<file path="src/rtl/coeff_mem_streamer_if.sv">
// Coefficient stream bundle: valid/ready beats with a last marker.
// Master drives data/valid/last, slave returns ready.
interface coeff_mem_streamer_if #(
  parameter int W = 13
) ();
  logic [W-1:0] out_data;
  logic         out_valid;
  logic         out_ready;
  logic         out_last;

  modport master (
    output out_data,
    output out_valid,
    output out_last,
    input  out_ready
  );

  modport slave (
    input  out_data,
    input  out_valid,
    input  out_last,
    output out_ready
  );
endinterface

</file>
<file path="src/rtl/coeff_mem_streamer.sv">
// Walks an address range of an async-read coefficient RAM and
// streams the words out through a 2-entry valid/ready buffer.
module coeff_mem_streamer #(
  parameter int RAM_WIDTH     = 13,
  parameter int RAM_ADDR_BITS = 11
) (
  input  logic                     clk,
  input  logic                     rst_n,
  input  logic                     start,
  input  logic [RAM_ADDR_BITS-1:0] base_addr,
  input  logic [RAM_ADDR_BITS:0]   length,
  output logic                     busy,
  output logic                     done,
  output logic [RAM_ADDR_BITS-1:0] read_address,
  input  logic [RAM_WIDTH-1:0]     output_data,
  coeff_mem_streamer_if.master     strm
);

  typedef enum logic [1:0] {
    IDLE,
    FETCH,
    DRAIN
  } state_e;

  localparam logic [RAM_ADDR_BITS-1:0] A_ONE = 1;
  localparam logic [RAM_ADDR_BITS:0]   R_ONE = 1;
  localparam logic [RAM_ADDR_BITS:0]   R_ZERO = '0;

  state_e                   state_q, state_d;
  logic [RAM_ADDR_BITS-1:0] addr_q, addr_d;
  logic [RAM_ADDR_BITS:0]   rem_q, rem_d;
  logic [1:0]               cnt_q, cnt_d;
  logic [RAM_WIDTH-1:0]     d0_q, d0_d;
  logic [RAM_WIDTH-1:0]     d1_q, d1_d;
  logic                     l0_q, l0_d;
  logic                     l1_q, l1_d;
  logic                     done_q, done_d;

  logic pop;
  logic fetch;
  logic new_last;

  assign pop      = (cnt_q != 2'd0) && strm.out_ready;
  assign fetch    = (state_q == FETCH) &&
                    ((cnt_q != 2'd2) || pop);
  assign new_last = (rem_q == R_ONE);

  always_comb begin
    state_d = state_q;
    addr_d  = addr_q;
    rem_d   = rem_q;
    done_d  = 1'b0;
    unique case (state_q)
      IDLE: begin
        if (start) begin
          if (length == R_ZERO) begin
            done_d = 1'b1;
          end else begin
            addr_d  = base_addr;
            rem_d   = length;
            state_d = FETCH;
          end
        end
      end
      FETCH: begin
        if (fetch) begin
          addr_d = addr_q + A_ONE;
          rem_d  = rem_q - R_ONE;
          if (new_last) state_d = DRAIN;
        end
      end
      DRAIN: begin
        if (pop && l0_q) begin
          state_d = IDLE;
          done_d  = 1'b1;
        end
      end
      default: state_d = IDLE;
    endcase
  end

  // Entry 0 is always the head; entry 1 shifts down on pop.
  always_comb begin
    cnt_d = cnt_q;
    d0_d  = d0_q;
    d1_d  = d1_q;
    l0_d  = l0_q;
    l1_d  = l1_q;
    unique case (1'b1)
      fetch && !pop: begin
        cnt_d = cnt_q + 2'd1;
        if (cnt_q == 2'd0) begin
          d0_d = output_data;
          l0_d = new_last;
        end else begin
          d1_d = output_data;
          l1_d = new_last;
        end
      end
      !fetch && pop: begin
        cnt_d = cnt_q - 2'd1;
        d0_d  = d1_q;
        l0_d  = l1_q;
      end
      fetch && pop: begin
        if (cnt_q == 2'd1) begin
          d0_d = output_data;
          l0_d = new_last;
        end else begin
          d0_d = d1_q;
          l0_d = l1_q;
          d1_d = output_data;
          l1_d = new_last;
        end
      end
      default: ;
    endcase
  end

  always_ff @(posedge clk or negedge rst_n) begin
    if (!rst_n) begin
      state_q <= IDLE;
      addr_q  <= '0;
      rem_q   <= '0;
      cnt_q   <= 2'd0;
      d0_q    <= '0;
      d1_q    <= '0;
      l0_q    <= 1'b0;
      l1_q    <= 1'b0;
      done_q  <= 1'b0;
    end else begin
      state_q <= state_d;
      addr_q  <= addr_d;
      rem_q   <= rem_d;
      cnt_q   <= cnt_d;
      d0_q    <= d0_d;
      d1_q    <= d1_d;
      l0_q    <= l0_d;
      l1_q    <= l1_d;
      done_q  <= done_d;
    end
  end

  assign busy           = (state_q != IDLE);
  assign done           = done_q;
  assign read_address   = addr_q;
  assign strm.out_valid = (cnt_q != 2'd0);
  assign strm.out_data  = d0_q;
  assign strm.out_last  = l0_q;

endmodule

</file>
<file path="src/flat_wrapper.sv">
// flat-port wrapper written by rule: the top's interface ports become plain ports
module coeff_mem_streamer_flat 
#(
  parameter int RAM_WIDTH     = 13,
  parameter int RAM_ADDR_BITS = 11
)
  (clk, rst_n, start, base_addr, length, busy, done, read_address, output_data, strm_out_data, strm_out_valid, strm_out_last, strm_out_ready);
  coeff_mem_streamer_if #(.W(13)) strm_i ();
  input  logic clk;
  input  logic rst_n;
  input  logic start;
  input  logic [RAM_ADDR_BITS-1:0] base_addr;
  input  logic [RAM_ADDR_BITS:0] length;
  output logic busy;
  output logic done;
  output logic [RAM_ADDR_BITS-1:0] read_address;
  input  logic [RAM_WIDTH-1:0] output_data;
  output wire logic [$bits(strm_i.out_data)-1:0] strm_out_data;
  output wire logic [$bits(strm_i.out_valid)-1:0] strm_out_valid;
  output wire logic [$bits(strm_i.out_last)-1:0] strm_out_last;
  input wire logic [$bits(strm_i.out_ready)-1:0] strm_out_ready;
  assign strm_out_data = strm_i.out_data;
  assign strm_out_valid = strm_i.out_valid;
  assign strm_out_last = strm_i.out_last;
  assign strm_i.out_ready = strm_out_ready;
  coeff_mem_streamer #(.RAM_WIDTH(RAM_WIDTH), .RAM_ADDR_BITS(RAM_ADDR_BITS)) u_core (.clk(clk), .rst_n(rst_n), .start(start), .base_addr(base_addr), .length(length), .busy(busy), .done(done), .read_address(read_address), .output_data(output_data), .strm(strm_i));
endmodule
</file>
<file path="config.mk">
export PLATFORM = sky130hd
export DESIGN_NAME = coeff_mem_streamer_flat
export DESIGN_NICKNAME = d
export VERILOG_FILES = /design/src/rtl/coeff_mem_streamer_if.sv /design/src/rtl/coeff_mem_streamer.sv /design/src/flat_wrapper.sv
export SDC_FILE = /design/constraint.sdc
export NUM_CORES = 1
export LEC_CHECK = 0
export CAP_MARGIN = 20
export CORE_MARGIN = 2
export CORE_UTILIZATION = 56
export CTS_BUF_LIST = sky130_fd_sc_hd__clkbuf_8
export DETAILED_ROUTE_END_ITERATION = 10
export HOLD_SLACK_MARGIN = 0.02
export PLACE_DENSITY = 0.88
export SLEW_MARGIN = 20
export SYNTH_ARGS = -nofsm -noshare
export SYNTH_HDL_FRONTEND = slang
export SYNTH_SLANG_ARGS = --single-unit
export TNS_END_PERCENT = 1
</file>
<file path="constraint.sdc">
create_clock -name clk -period 6.35 [get_ports clk]
set_input_delay 1.27 -clock clk [delete_from_list [all_inputs] [get_ports clk]]
set_output_delay 1.27 -clock clk [all_outputs]
set_load 0.02 [all_outputs]
</file>
==> results.md <==
- Top-area cell type share of the netlist area: 47.1%
- Drt drc: 0
- Worst VDD drop: 0.267 mV
- Clock latency on the worst-skew pair: 0.31 ns
- Total leakage power: 1.56 nW
- Remaining Overflow, GRT: 0
- HP Class: reg -> reg
- Initial antenna violation count: 0
- Area after DPL: 3700 sq um
- HPWL Detailed: 4740 um
- Hold Vio Cnt, Final: 0
- CTS Hold Bufs: 0
- Via/cell ratio: 5.93
- Clock root buffer: clkbuf_8
- Die width: 76.9 um
- First-pass GRT wire length: 11600 um
- Total CTS buffers: 5
- Initial cell density of the core: 58.3%
- Filler Cells Inserted: 391
- Clock-pin transition on the worst setup and hold timing paths: 0.10 ns
- Setup violations, final: 0
- TritonCTS clock tree: yes
- Layout Skew: 0.00596 ns
- GP Congestion: 0.847
- Drt initial violations: 252
- Main area contributors after synthesis: dfrtp_1 47%, mux2_2 5.3%, mux2i_1 5.0%
- Register area share after synthesis: 47.1%
- Worst slew margin: 29.9%
- Worst setup EP type: flip-flop
- Tmin final: 3.62 ns
- # diodes: 0
- PortBufs: 67
- Boundary Pins: 68
- Max Cap Violations: 0
- H-tree depth: 2
- Area grow syn2layout: 28.1%
- Worst-path cell with the longest stage delay: or3_1
- Die H: 76.9 um
- Routed Antenna Nets: 0
- Router iterations before antenna repair: 4
- Unique masters post-synth: 50
- Full die area: 5910 sq um
- RSZ-0062 raised after global routing: false
- Largest net degree at the start of global routing: 57
- Cell area power density: 464 nW/um^2
- Setup TNS: 0 ns
- CTS sink cnt: 56
- Post-CTS sizing: 0
- CP Max Fanout: 18
- Gate Count Post-Synth: 312
- Fmax: 0.276 GHz
- Data arrival, critical path: 3.88 ns
- Number of synthesized register bits: 56
- CP max stage delay: 0.62 ns
- Fin nets: 416
- Final worst slack: 2.73 ns
- Global Route Usage Sum: 24.2%
- Kind of critical path: in -> reg
- Main flop type after synthesis: dfrtp_1
- Setup bufs post-CTS: 0
- Status: finished clean
- Final slew viol count: 0
- FP Rows: 26
- DP Worst Slack: 2.41 ns
- Worst path cell trace: clkdlybuf4s50_1 -> nor2b_1 -> o22ai_1 -> or3_1 -> or4b_1 -> nand3_1
- Worst reg2reg path depth: 7
- Worst-Margin Slew: 1.05 ns
- Synthesized area: 2980 sq um
- WP data required: 6.60 ns
- Clock Tree Buf Depth: 2
- Detailed-route via count: 2614
- Wire per inst: 15.4 um
- Final WL: 6780 um
- Layout cells sized above 1: 10.2%
- Largest area contributor in the netlist: dfrtp_1
- Mapped Avg Cell Area: 9.54 sq um
- Syn Nets: 358
- Core area: 5110 sq um
- Startpoint types: input pin
- Cell depth of the worst hold path: 2
- Yosys warns: 0
- Finished Cell Area: 3810 sq um
- Vias in the first global route: 2455
- Tcrit/Tclk final: 57.0%
- Post-synth EDFFs: 0
- Asr flop ratio synth: 100%
[layer usage]
layer,track usage (%),share of wire (%),up-vias
met2,38.9,48,98
met4,4.73,0.56,0
met1,33.5,44,1268
li1,-,-,1244
met5,0,0,-
met3,6.24,7.6,4
[flip-flops by register name, indices dropped and copies added (netlist names)]
register and flops:
u_core.cnt_q 2, u_core.d1_q 13, u_core.done 1, u_core.l1_q 1, u_core.read_address 11, u_core.rem_q 12, u_core.state_q 2, u_core.strm.out_data 13
u_core.strm.out_last 1
[layout by cell type, fill, tap and decap left out, types with 3 or more instances in the layout]
cell type,netlist,final
mux2_2,14,14
inv_1,11,11
nor3_1,7,6
clkdlybuf4s50_1,0,66
clkbuf_8,0,5
o211ai_1,3,3
nand3_1,14,14
nor4_1,5,5
buf_4,0,4
nand2b_1,3,3
o22ai_1,5,5
ha_1,6,6
a21oi_1,18,17
o21ai_0,29,29
o32ai_1,3,3
and3_1,3,3
nor2b_1,4,4
a31oi_1,3,3
dfrtp_1,56,56
mux2i_1,15,15
nand2_1,38,38
nor2_1,15,15
[final timing paths]
kind / from / to / slack (ns)
worst max-delay path: strm_out_ready / u_core.rem_q[4] / 2.73
worst min-delay path: u_core.strm.out_data[9] / u_core.strm.out_data[9] / 0.49
worst max register to register: u_core.cnt_q[0] / u_core.rem_q[4] / 3.47
worst min register to register: u_core.strm.out_data[9] / u_core.strm.out_data[9] / 0.49
max in group asynchronous: rst_n / u_core.d1_q[9] / 4.81
min in group asynchronous: rst_n / u_core.read_address[1] / 1.06
[where the power goes]
group	internal [W]	leakage [nW]	total (W)	switching [W]
registers	0.000525	0.664	0.000673	0.000147
logic	0.000414	0.842	0.000857	0.000443
clock network	0.000117	0.0541	0.000239	0.000122
[per-stage QoR]
stage | util (%) | hold slack, ns | instances | power, W
after floorplan | - | 0.473 | 312 | 0.00121
after global placement | 72.5 | 0.466 | 433 | 0.00150
after detailed placement | 72.5 | 0.471 | 433 | 0.00154
after CTS | 74.7 | 0.494 | 441 | 0.00178
after global routing | 74.7 | 0.530 | 441 | 0.00191
final | 74.7 | 0.487 | 441 | 0.00177
[cells in the mapped netlist (2+ instances only)]
master	number
dfrtp_1	56
nand2_1	38
o21ai_0	29
a21oi_1	18
mux2i_1	15
nor2_1	15
mux2_2	14
nand3_1	14
clkbuf_1	13
inv_1	11
nor3_1	7
buf_2	6
ha_1	6
nor4_1	5
o22ai_1	5
nor2b_1	4
a31oi_1	3
and3_1	3
nand2b_1	3
o211ai_1	3
o32ai_1	3
a21o_1	2
a22o_1	2
a2bb2oi_1	2
a32oi_1	2
and4_1	2
nand4_1	2
nor3b_1	2
o31ai_1	2
or2_2	2
or3_1	2
or4_1	2
or4b_1	2
[worst max-delay path, delay by kind of cell]
| kind | cells | cell delay, ns |
|---|---|---|
| buffers and inverters | 1 | 0.54 |
| AOI/OAI and AO/OA | 1 | 0.25 |
| and+or+nand+nor | 4 | 1.81 |
[cell families (layout without fill, tap and decap cells)]
group | Yosys count | after routing | share of synthesized area, %
xor gates and xnor gates | 1 | 1 | 0.294
adders and majority gates | 6 | 6 | 2.52
AOI/OAI and AO/OA | 80 | 80 | 16.8
muxes | 29 | 29 | 10.3
buffers and inverters | 31 | 90 | 4.16
DFF | 56 | 56 | 47.1
and+or+nand+nor | 109 | 109 | 18.8
[layout make-up]
class | count | area, sq um | share of cell area [%]
multi-input combinational | 225 | 1480 | 38.7
sequential | 56 | 1400 | 36.7
timing repair buffer | 71 | 696 | 18.2
tap | 70 | 87.6 | 2.30
clock buffer | 5 | 68.8 | 1.80
clock inverter | 3 | 42.5 | 1.12
inverter | 11 | 41.3 | 1.08
Note: power is estimated with default switching activity, not from simulation.
